File: config.mk
export PLATFORM = sky130hd
export DESIGN_NAME = ftdi_rx_deframer
export DESIGN_NICKNAME = d
export VERILOG_FILES = /design/src/rtl/ftdi_rx_deframer.sv
export SDC_FILE = /design/constraint.sdc
export NUM_CORES = 1
export LEC_CHECK = 0
export CORE_ASPECT_RATIO = 1.1
export CORE_UTILIZATION = 61
export CTS_CLUSTER_SIZE = 10
export DETAILED_ROUTE_END_ITERATION = 16
export PLACE_DENSITY_LB_ADDON = 0.2
export SLEW_MARGIN = 10
export SYNTH_ARGS = -nofsm -noshare
export SYNTH_HDL_FRONTEND = slang
export SYNTH_SLANG_ARGS = --single-unit
File: constraint.sdc
create_clock -name clock -period 5.4 [get_ports clock]
set_input_delay 1.08 -clock clock [delete_from_list [all_inputs] [get_ports clock]]
set_output_delay 1.08 -clock clock [all_outputs]
set_load 0.01 [all_outputs]
File: src/rtl/ftdi_rx_deframer.sv
// ftdi_rx_deframer
//
// Purpose:
//   Pulls host bytes out of the FTDI read queue, finds packet boundaries,
//   strips the framing and streams the payload to the laser TX path over a
//   ready/valid handshake. Each packet is checked for a non-zero length and
//   an XOR checksum, and a one-cycle done or error pulse reports the result.
//
//   Frame on the wire: SYNC_BYTE, LEN (1-255), LEN payload bytes, CSUM,
//   where CSUM is the XOR of the payload bytes only.
//
// Ports:
//   clock      in   system clock
//   reset      in   synchronous, active-high reset
//   rdq_empty  in   read queue empty
//   data_rd    in   read queue data, valid the cycle after rdreq
//   rdreq      out  read queue pop strobe
//   out_ready  in   downstream accepts out_data
//   out_data   out  payload byte
//   out_valid  out  out_data valid
//   out_sop    out  first payload byte of packet (qualified by out_valid)
//   out_eop    out  last payload byte of packet (qualified by out_valid)
//   pkt_done   out  1-cycle pulse: packet ended with a good checksum
//   pkt_err    out  1-cycle pulse: bad checksum, zero length or timeout
//   busy       out  high whenever the deframer is not hunting for sync

module ftdi_rx_deframer #(
    parameter logic [7:0]  SYNC_BYTE = 8'hA5,
    parameter int unsigned TIMEOUT   = 5_000_000,
    parameter int unsigned TO_W      = 24
) (
    input  logic       clock,
    input  logic       reset,
    input  logic       rdq_empty,
    input  logic [7:0] data_rd,
    output logic       rdreq,
    input  logic       out_ready,
    output logic [7:0] out_data,
    output logic       out_valid,
    output logic       out_sop,
    output logic       out_eop,
    output logic       pkt_done,
    output logic       pkt_err,
    output logic       busy
);

    localparam logic [TO_W-1:0] TO_LAST = TO_W'(TIMEOUT - 1);

    typedef enum logic [1:0] {
        S_HUNT,
        S_LEN,
        S_PAYLOAD,
        S_CSUM
    } state_t;

    state_t          state_q,     state_d;
    logic            pend_q,      pend_d;
    logic [7:0]      count_q,     count_d;
    logic [7:0]      csum_q,      csum_d;
    logic            first_q,     first_d;
    logic [TO_W-1:0] to_cnt_q,    to_cnt_d;
    logic [7:0]      out_data_q,  out_data_d;
    logic            out_valid_q, out_valid_d;
    logic            out_sop_q,   out_sop_d;
    logic            out_eop_q,   out_eop_d;
    logic            done_q,      done_d;
    logic            err_q,       err_d;

    logic            fetch_phase;
    logic            rdreq_c;
    logic            waiting;

    // A byte may be fetched only when no read is in flight and no payload
    // byte is still sitting on the output. Reset also blocks the pop so a
    // byte is never lost from the queue while the block is being cleared.
    assign fetch_phase = !pend_q && !out_valid_q;
    assign rdreq_c     = fetch_phase && !rdq_empty && !reset;
    assign waiting     = fetch_phase && rdq_empty && (state_q != S_HUNT);

    // Next-state logic. A captured byte (pend_q) is dispatched on the
    // current state; an accepted output byte advances the payload count;
    // otherwise the idle counter runs while starved mid-packet.
    always_comb begin
        state_d     = state_q;
        pend_d      = rdreq_c;
        count_d     = count_q;
        csum_d      = csum_q;
        first_d     = first_q;
        to_cnt_d    = to_cnt_q;
        out_data_d  = out_data_q;
        out_valid_d = out_valid_q;
        out_sop_d   = out_sop_q;
        out_eop_d   = out_eop_q;
        done_d      = 1'b0;
        err_d       = 1'b0;

        if (pend_q) begin
            to_cnt_d = '0;
            unique case (state_q)
                S_HUNT: begin
                    if (data_rd == SYNC_BYTE) begin
                        state_d = S_LEN;
                    end
                end
                S_LEN: begin
                    if (data_rd == 8'h00) begin
                        err_d   = 1'b1;
                        state_d = S_HUNT;
                    end else begin
                        count_d = data_rd;
                        csum_d  = 8'h00;
                        first_d = 1'b1;
                        state_d = S_PAYLOAD;
                    end
                end
                S_PAYLOAD: begin
                    csum_d      = csum_q ^ data_rd;
                    out_data_d  = data_rd;
                    out_valid_d = 1'b1;
                    out_sop_d   = first_q;
                    out_eop_d   = (count_q == 8'd1);
                end
                S_CSUM: begin
                    if (data_rd == csum_q) begin
                        done_d = 1'b1;
                    end else begin
                        err_d = 1'b1;
                    end
                    state_d = S_HUNT;
                end
                default: state_d = S_HUNT;
            endcase
        end else if (out_valid_q) begin
            // Backpressure only holds the byte; the idle counter is frozen.
            if (out_ready) begin
                out_valid_d = 1'b0;
                out_sop_d   = 1'b0;
                out_eop_d   = 1'b0;
                first_d     = 1'b0;
                count_d     = count_q - 8'd1;
                if (count_q == 8'd1) begin
                    state_d = S_CSUM;
                end
            end
        end else if (waiting) begin
            // Bytes already streamed are not retracted on abort; the
            // missing out_eop plus pkt_err tells downstream to drop them.
            if (to_cnt_q == TO_LAST) begin
                err_d    = 1'b1;
                to_cnt_d = '0;
                state_d  = S_HUNT;
            end else begin
                to_cnt_d = to_cnt_q + 1'b1;
            end
        end

        if (state_q == S_HUNT) begin
            to_cnt_d = '0;
        end
    end

    // State and output registers with synchronous reset.
    always_ff @(posedge clock) begin
        if (reset) begin
            state_q     <= S_HUNT;
            pend_q      <= 1'b0;
            count_q     <= 8'h00;
            csum_q      <= 8'h00;
            first_q     <= 1'b0;
            to_cnt_q    <= '0;
            out_data_q  <= 8'h00;
            out_valid_q <= 1'b0;
            out_sop_q   <= 1'b0;
            out_eop_q   <= 1'b0;
            done_q      <= 1'b0;
            err_q       <= 1'b0;
        end else begin
            state_q     <= state_d;
            pend_q      <= pend_d;
            count_q     <= count_d;
            csum_q      <= csum_d;
            first_q     <= first_d;
            to_cnt_q    <= to_cnt_d;
            out_data_q  <= out_data_d;
            out_valid_q <= out_valid_d;
            out_sop_q   <= out_sop_d;
            out_eop_q   <= out_eop_d;
            done_q      <= done_d;
            err_q       <= err_d;
        end
    end

    assign rdreq     = rdreq_c;
    assign out_data  = out_data_q;
    assign out_valid = out_valid_q;
    assign out_sop   = out_sop_q;
    assign out_eop   = out_eop_q;
    assign pkt_done  = done_q;
    assign pkt_err   = err_q;
    assign busy      = (state_q != S_HUNT);

endmodule

* After elaboration in Yosys (flattened, before gate mapping)
Cells that the tools add are included.
** Storage, ports and cells
- Register bits after elaboration :: 57
- Bits in latches :: 0
- Bits in writable memories :: 0
- ROM bits :: 0
- Bits of input ports :: 12
- Output and inout port bits :: 15
- Word-level logic and storage cells :: 96
- Memories kept :: 0
** Operators by class
- Add/sub/neg operators :: 2
- Multipliers :: 0
- Divide/modulo/power cells :: 0
- Order comparisons :: 0
- Eq/ne operators :: 15
- Shifts and indexed selects :: 0
- Multiplexer cells :: 38
- Bitwise logic cells :: 4
- Reduce and logical (&&, ||, !) cells :: 25
** Operator list (number)
- 8-bit 2-to-1 mux :: 6
- 24-bit by 1-bit adder with 24-bit output, second input constant :: 1
- 24-bit by 23-bit == test with 1-bit output, second input constant :: 1
- 24-bit 2-to-1 mux :: 1
- 1-bit 2-to-1 mux :: 20
- 2-bit 2-to-1 mux :: 8
- 8-bit case mux with 2 select lines :: 1
- 8-bit by 1-bit == test with 1-bit output, second input constant :: 1
- 8-bit == test :: 1
- 8-bit == test, second input constant :: 1
- 8-bit zero test :: 1
- 2-bit nonzero test :: 4
- 8-bit by 1-bit subtractor with 8-bit output, second input constant :: 1
- 8-bit bitwise XOR :: 1
- 3-bit != test, second input constant :: 2
- 2-bit case mux with 3 select lines :: 1
- 3-bit AND reduction :: 2
- 6-bit AND reduction :: 1
- 3-bit nonzero test :: 2
- 3-bit OR reduction :: 2
- 1-bit logical AND :: 5
- 2-bit == test, second input constant :: 2
- 1-bit zero test :: 4
- 2-bit by 1-bit != test with 1-bit output, second input constant :: 2
- 9 further kinds :: 13

* Logic depth before layout (Yosys ltp)
Gate-level depths: netlist (run 1).
- Depth after elaboration :: 7
- Depth in mapped cells :: 10

* Least setup slack after synthesis (run 1)
No wires, ideal clock.
- Path kind :: input to register
- From :: input rdq_empty
- To :: register state_q[1]
- Arrival :: 2911 ps
- Required time :: 5313 ps
- Slack :: 2402 ps
- Cell stages on the path :: 7
- Buffers on the path :: 2
- Cells stage by stage :: or4b_1 buf_2 or2_4 or4_1 buf_2 a221o_1 o31ai_1
** On the way
- Longest elaborated chain between the ends :: 4
** Ends and longest elaborated chain
- start, declared :: RTL line 34 : input logic rdq_empty,
- 1-bit logical AND (2 in series) :: RTL line 78 : assign waiting = fetch_phase && rdq_empty && (state_q != S_HUNT);
- 3-bit nonzero test (no line)
- 6-bit AND reduction (no line)
- end signal, assigned :: RTL line 178 : state_q <= state_d;
- end, declared :: RTL line 56 : state_t state_q, state_d;
Every way passes these cells.
A chain may end at the register's enable or synchronous reset.

* Worst setup path after layout (run 1)
- From :: input reset
- To :: output rdreq
** On the way
- Longest elaborated chain between the ends :: 2
** Ends and longest elaborated chain
- start, declared :: RTL line 33 : input logic reset,
- 1-bit zero test :: RTL line 77 : assign rdreq_c = fetch_phase && !rdq_empty && !reset;
- 1-bit logical AND :: RTL line 77
- end, declared :: RTL line 36 : output logic rdreq,
Every way passes these cells.

==> metrics list, run 1 <==
- Setup repair after global routing left no endpoint under its margin.
- In this run the vertical extent of the chip is approximately 74 um.
* Cells resized by post-CTS repair: 0
* Yosys Warn Count: 0
- Proportion of register bits with asynchronous set or reset after synthesis: 0%
- After synthesis the netlist holds a flip-flop and latch count of 57.
- Post-DRT Antenna Nets: 0
* Signal arrival time at the worst endpoint: 2.54 ns
* Drt wl/cell: 14.7 um
- In the final timing run, aggregate negative setup slack is 0 ns.
- Cell-by-cell trace of the critical path: clkdlybuf4s50_1 > buf_4 > nor4_1 > clkdlybuf4s50_1
- In this run the clock root is driven by a clkbuf_8.
* Worst-case vdd ir drop: 186 uV
- Subtracting the final worst setup slack from the clock period gives 3.62 ns.
- Final cycle utilization of the critical path: about two thirds
- After floorplanning, the core was sized to cover 0.00438 mm2.
- Across all layers, the routed design uses around 2,500 vias.
* Required time of the critical path: 4.32 ns
- Count of flip-flops with a built-in enable after synthesis: 0
* Hold-fix buffers at CTS: 0
- Global-route usage over all layers: 29.5%
* Maximum fanout along the worst path: 44
- Number of pins exceeding their max-slew limit in the final report: 0
- Final cell count without fillers: 428
- Area of the mapped netlist: 0.00284 mm2
- Setup violations remaining at the end of the flow were counted as 0.
- Number of placed I/O pins: 27
- Starting DRC count in detailed routing: 122
- At the later pin of the worst-skew pair, clock insertion delay measures 0.34 ns.
* Diode insertion count for antenna repair: 0
* Number of global-route vias before repair: about 2,400
- In this run the critical register-to-register path is launched from state_q[0].
- The count of endpoints failing hold in the final timing report is 0.
* Cell with the most instances on the worst path: clkdlybuf4s50_1
- Layout cell share with drive strength beyond 1: under 10%
- For this block, the routed nets add up to 6300 um of wire.
* Count of buffers from port buffering: 26
- After detailed routing, the number of vias per cell comes to around 5.9.
* Number of distinct library cells after synthesis: 46
- At the pin with the least slew margin, the transition time is 0.767 ns.
* Initial core utilization: 64.9%
- The first detailed-routing pass ran for 5 iterations.
* Flop-to-flop setup slack: roughly 2.5 ns
* Hold Path Sink: out_data[4]
- Post-synthesis sequential area ratio: 40.1%
* Last weighted congestion value of the routability-driven placer: 0.854
- Worst setup slack after placement: about 1.6 ns
- Placed cell count: roughly 410
- Dividing total power by cell area gives a power density of 253 mW/mm2.
* End of the worst register-to-register path: to_cnt_q[7]
* Buffer levels on the longest clock path: 2
* CTS H-tree lvls: 3
* Worst setup slack after layout: 1.78 ns
- Synthesis produced 349 cells.
- Number of sinks on the clock net: 57
* Number of nets produced by synthesis: about 370
- In this run the worst hold path is classified as register to register.
* Reg2reg path depth: 7
- In this design, the stage delay of the slowest critical-path cell is 0.58 ns.
- Kind of end point of the critical path: output pin
* Relative slew slack: roughly half
- Area growth from synthesis to layout: 16.0%
- Average footprint of a synthesized cell: 8.15 um2
* Final-layout fill cell count: roughly 350
- After clock tree synthesis, the clock-pin slew on the worst setup and hold paths is 0.06 ns.
- The final layout contains 390 nets.
- Timing would allow up to approximately 280 MHz.
* CP startpoint kind: primary input
* Most instantiated flip-flop cell in the synthesis netlist: dfxtp_1
- TritonCTS built the clock tree.
- After legalization and detailed placement, the total HPWL measured 4220 um.
- In this run the static leakage power is 1.13 nW.
* Number of antenna violations at the first check in global routing: 0
* Placed Area: 0.00311 mm2
- Number of cells traversed by the worst hold path: 2
- The worst hold path begins at out_data[4].
- The critical path in this run is classified as primary input to output pin.
- DRC Markers: 0
- Register Area: 0.00114 mm2
- Max-cap violations in this run came to 0.
- Width of the die: 67.1 um
* Clock buffer count from CTS: 9
* Finished Cell Area: 0.00330 mm2
* Skew final: 0.00697 ns
* Outcome: complete, no violations
* Total area of multi-input combinational cells: around 0.0016 mm2
- Full die area: 0.00494 mm2
- The first global-routing pass estimated 10,900 um of wire.
- In this run the post-CTS setup repair buffer count came out at 0.
- Pin count of the biggest net entering global routing: 45
- The slowest stage of the critical path is the clkdlybuf4s50_1 cell.
- The floorplan has 25 rows.
- Global route total overflow: 0
## power breakdown
| group | switching, mW | leakage [nW] | internal (mW) |
|---|---|---|---|
| sequential | 0.00273 | 0.459 | 0.421 |
| clock | 0.164 | 0.0978 | 0.218 |
| combinational | 0.0179 | 0.575 | 0.0126 |
## registers in the layout, indices dropped and copies added (netlist names), 2 cells and up
signal    count
to_cnt_q     24
count_q       8
csum_q        8
out_data      8
state_q       2
## worst max-delay path: cells and delay by family
| family | cells | cell delay, ns |
|---|---|---|
| AND/OR/NAND/NOR | 1 | 0.21 |
| buffers and inverters | 3 | 1.24 |
## placed cells by master, fill, tap and decap left out, drive strengths merged, types with 4 or more instances in the layout
master         count
nor2b              8
and4               4
nor2              36
xor2              17
o21ai              5
and2               4
nor4b              5
a32oi              4
nor3               5
a21oi             33
inv               16
clkinv             4
clkbuf            10
ha                 7
nand2b            16
o32ai              8
clkdlybuf4s50     26
nand3             12
dfxtp             57
nand4             10
xnor2              6
or4                4
nor4               8
nand2             42
## worst max path at each step
stage	startpoint	end	slack [ns]	depth (start not counted)
4_1_cts	reset	rdreq	1.76	4
6_report	reset	rdreq	1.78	4
2_1_floorplan	rdq_empty	state_q[1]	2.40	7
3_3_place_gp	rdq_empty	to_cnt_q[4]	1.67	6
3_5_place_dp	rdq_empty	to_cnt_q[2]	1.65	6
5_1_grt	reset	rdreq	1.66	4
## through the flow
stage	power (mW)	util, %	hold slack (ns)
floorplan	0.445	-	0.432
global placement	0.462	71.0	0.445
detailed placement	0.463	71.0	0.449
CTS	0.837	75.1	0.462
global route	0.858	75.3	0.480
finish	0.836	75.3	0.463
## per-layer routing
layer  wire [um]  GRT usage [%]  up-vias
met4         128           17.5        0
met5           0              0        -
met2        3170           49.9       64
li1            -              -     1266
met3         274           6.21       14
met1        2720           33.6     1175
## kinds of logic (layout without fill, tap and decap cells)
| kind of cell | Yosys count | after routing | synth area share [%] |
|---|---|---|---|
| and+or+nand+nor | 162 | 162 | 29.6 |
| AOI/OAI and AO/OA | 64 | 64 | 14.4 |
| DFF | 57 | 57 | 40.1 |
| buffers and inverters | 35 | 60 | 5.24 |
| xor gates and xnor gates | 23 | 23 | 7.09 |
| adders and majority gates | 7 | 7 | 3.08 |
| muxes | 1 | 1 | 0.396 |
## layout make-up
| type | instances | share of cell area, % |
|---|---|---|
| inverter | 17 | 1.94 |
| multi-input combinational | 257 | 47.3 |
| sequential | 57 | 34.6 |
| tap | 54 | 2.05 |
| clock buffer | 10 | 4.17 |
| clock inverter | 4 | 1.37 |
| timing repair buffer | 29 | 8.58 |
## synthesized netlist by cell type (3+ instances only)
cell	instances	area share, %
a21oi_1	33	5.8
a31oi_1	3	0.66
o32ai_1	8	2.5
a32oi_1	4	1.2
o21ai_0	5	0.88
nand2_1	41	5.4
clkbuf_1	12	1.6
or4_1	4	1.1
nor2b_1	8	1.8
nor2_1	36	4.8
nor3_1	5	0.88
nor4_1	8	1.8
nor4b_1	5	1.5
and4_1	4	1.2
inv_1	16	2.1
xnor2_1	6	1.8
nand2b_1	16	3.5
nand4_1	10	2.2
nand3_1	12	2.1
dfxtp_1	57	40
ha_1	7	3.1
xor2_1	17	5.2
and2_1	4	0.88
(Power assumes the default switching activity.)
==> run 2: changes to the inputs <==
--- a/config.mk
+++ b/config.mk
@@ -6,7 +6,7 @@
 export NUM_CORES = 1
 export LEC_CHECK = 0
 export CORE_ASPECT_RATIO = 1.1
-export CORE_UTILIZATION = 61
+export CORE_UTILIZATION = 57
 export CTS_CLUSTER_SIZE = 10
 export DETAILED_ROUTE_END_ITERATION = 16
 export PLACE_DENSITY_LB_ADDON = 0.2
==> constraint.sdc (replaced) <==
create_clock -name clock -period 3.4 [get_ports clock]
set_input_delay 0.68 -clock clock [delete_from_list [all_inputs] [get_ports clock]]
set_output_delay 0.68 -clock clock [all_outputs]
set_load 0.01 [all_outputs]
==> run 2 against run 1 <==
Power increased by 79%; design area grew 3.0%; die area grew 6.8%; sequential cell count unchanged; clock-buffer cell count did not move; critical endpoint is now state_q[1]; clock skew shrank 0.00068 ns; clock power increased by 100%; non-clock buffer count increased by 4; core utilization shrank 3.3 points; worst setup slack got worse by 1.2 ns.
==> metrics list, run 2 (synthesis results as in run 1) <==
* CP max stage delay: 0.66 ns
- Setup violations remaining at the end of the flow were counted as 0.
- Most frequent cells in the layout: dfxtp_1 (57), nand2_1 (41), nor2_1 (36), a21oi_1 (33), clkdlybuf4s50_1 (26)
- Signal arrival time at the worst endpoint: 3.07 ns
* Library cell contributing the largest single delay on the critical path: or4_1
- Worst setup slack after placement: 0.234 ns
* Number of buffers and inverters on the critical path: 1
- In this run the number of H-tree levels came out at 3.
- The initialized floorplan defines 26 standard-cell rows.
- Global routing used 25.8% of the available tracks.
* Pwr dens: 441 mW/mm2
* Last weighted congestion value of the routability-driven placer: 0.856
- The register with the most flip-flops in the layout has 24 of them.
- Worst setup slack after layout: 0.571 ns
- The via count of the first global-routing pass was 2,413.
* Hold-fix buffers at CTS: 0
- Core Box Area: 0.00472 mm2
- STA classifies the critical path startpoint as a primary input.
- Data on the critical path is required at its endpoint by 3.64 ns.
* Leakage power: 1.19 nW
- Initial core utilization: 60.3%
- Entering global routing, the biggest net connects 44 pins.
* Cells resized by post-CTS repair: 0
* Full die area: between 0.005 and 0.006 mm2
- Max-cap violations in this run came to 0.
* Aggregate negative setup slack: 0 ns
* Clock tree from TritonCTS: built
* Total wirelength of the detailed-routed design: 6310 um
- Number of sinks on the clock net: 57
* Least-Margin Pin Slew: 0.737 ns
- Reg with most FFs: to_cnt_q
- The HPWL after detailed placement is 4320 um.
- 27 I/O pins were placed.
- The flow ran to the end, and the final reports show no timing, DRC or antenna violations.
- Relative slew slack: 50.2%
* Die span in y: 76.1 um
- Broken down by cell family, the worst path's largest delay share belongs to simple AND/OR/NAND/NOR gates.
* Sum of internal, switching and leakage power: 1.50 mW
- Area growth from synthesis to layout: 19.5%
- In the final design database the tool counted 394 nets.
* DRC Markers: 0
- The first global-routing pass estimated 11,000 um of wire.
* Root cell of the clock tree: clkbuf_8
- The pre-antenna-repair detailed-routing pass consisted of 4 iterations.
- During placement, the flow inserted port buffers numbering 26.
- Insertion delay to the later sink of the worst-skew pair: approximately 0.33 ns
- Setup repair after global routing missed its margin: false
* Kind of critical path: primary input to register
- Skew final: 0.00629 ns
- Width of the die: approximately 69 um
- Cell-by-cell trace of the critical path: clkdlybuf4s50_1 > or4b_1 > or2_4 > or4_1 > a221o_1 > o31ai_1
- Number of post-CTS setup repair buffers: 0
- Number of pins exceeding their max-slew limit in the final report: 0
* Clock-pin transition on the worst setup and hold timing paths: 0.06 ns
- Final cycle utilization of the critical path: 83.2%
- Layout cell share with drive strength beyond 1: 7.11%
- The initial antenna violation count came to 0.
* Maximum fanout along the worst path: 6
- Kind of end point of the critical path: register
* Worst-case vdd ir drop: 411 uV
- Diode insertion count for antenna repair: 0
* Shortest period the worst path allows: 2.83 ns
- Fmax: roughly 350 MHz
- In the final routed layout, each cell accounts on average for 14.5 um.
- Starting DRC count in detailed routing: 102
- Clock buffer count from CTS: 9
- The min-delay analysis places its worst path in the category register to register.
- Via count: 2,571
- After global routing the overflow that remains totals 0.
- The library cell used most frequently in the layout, excluding fill and tap cells, is dfxtp_1.
- Final hold violation count: 0
- In this run the remaining antenna-violating nets after routing total 0.
- The longest clock path from root to sink contains 2 buffers.
- Vias per cell: 5.90
[run 2: changes by cell type in the layout (fill, tap and decap cells not counted)]
cell       before  now
buf_12          0    1
buf_4           3    6
bufinv_16       1    3
nor4_1          7    8
nor4_2          1    0
[run 2: final cells by class]
class	instances	area (um2)
Clock buffer	10	138
Clock inverter	6	105
Fill cell	371	1320
Inverter	17	63.8
Multi-Input combinational cell	257	1550
Sequential cell	57	1140
Tap cell	56	70.1
Timing Repair Buffer	33	325
[run 2: layer usage]
layer | up-vias | track usage, % | routed length (um)
met5 | - | 0 | 0
met2 | 61 | 42.6 | 3150
li1 | 1285 | - | -
met3 | 12 | 8.60 | 321
met1 | 1213 | 30.4 | 2720
met4 | 0 | 10.8 | 114
[run 2: metrics by stage]
step	cell area (um2)	util [%]	hold slack, ns	cells
global placement	3150	66.8	0.442	420
CTS	3400	72.0	0.460	436
detailed placement	3150	66.8	0.450	420
floorplan	2840	-	0.432	349
finish	3400	72.0	0.460	436
global route	3400	72.0	0.473	436
[run 2: path summary, 6_finish.rpt]
kind,startpoint,end,slack (ns),depth (start not counted)
max reg2reg,state_q[0],state_q[1],0.68,7
min reg2reg,out_data[5],out_data[5],0.46,2
min,out_data[5],out_data[5],0.46,2
max,rdq_empty,state_q[1],0.57,6
[run 2: report_power, final]
group | leakage [nW] | switching, mW | internal (mW)
Clock | 0.126 | 0.272 | 0.503
Sequential | 0.459 | 0.000191 | 0.668
Combinational | 0.600 | 0.0320 | 0.0208
[run 2: worst min-delay path, cell delays in order (launching register included)]
cell     delay (ns)
dfxtp_1        0.31
nand2_1        0.05
a21oi_1        0.05
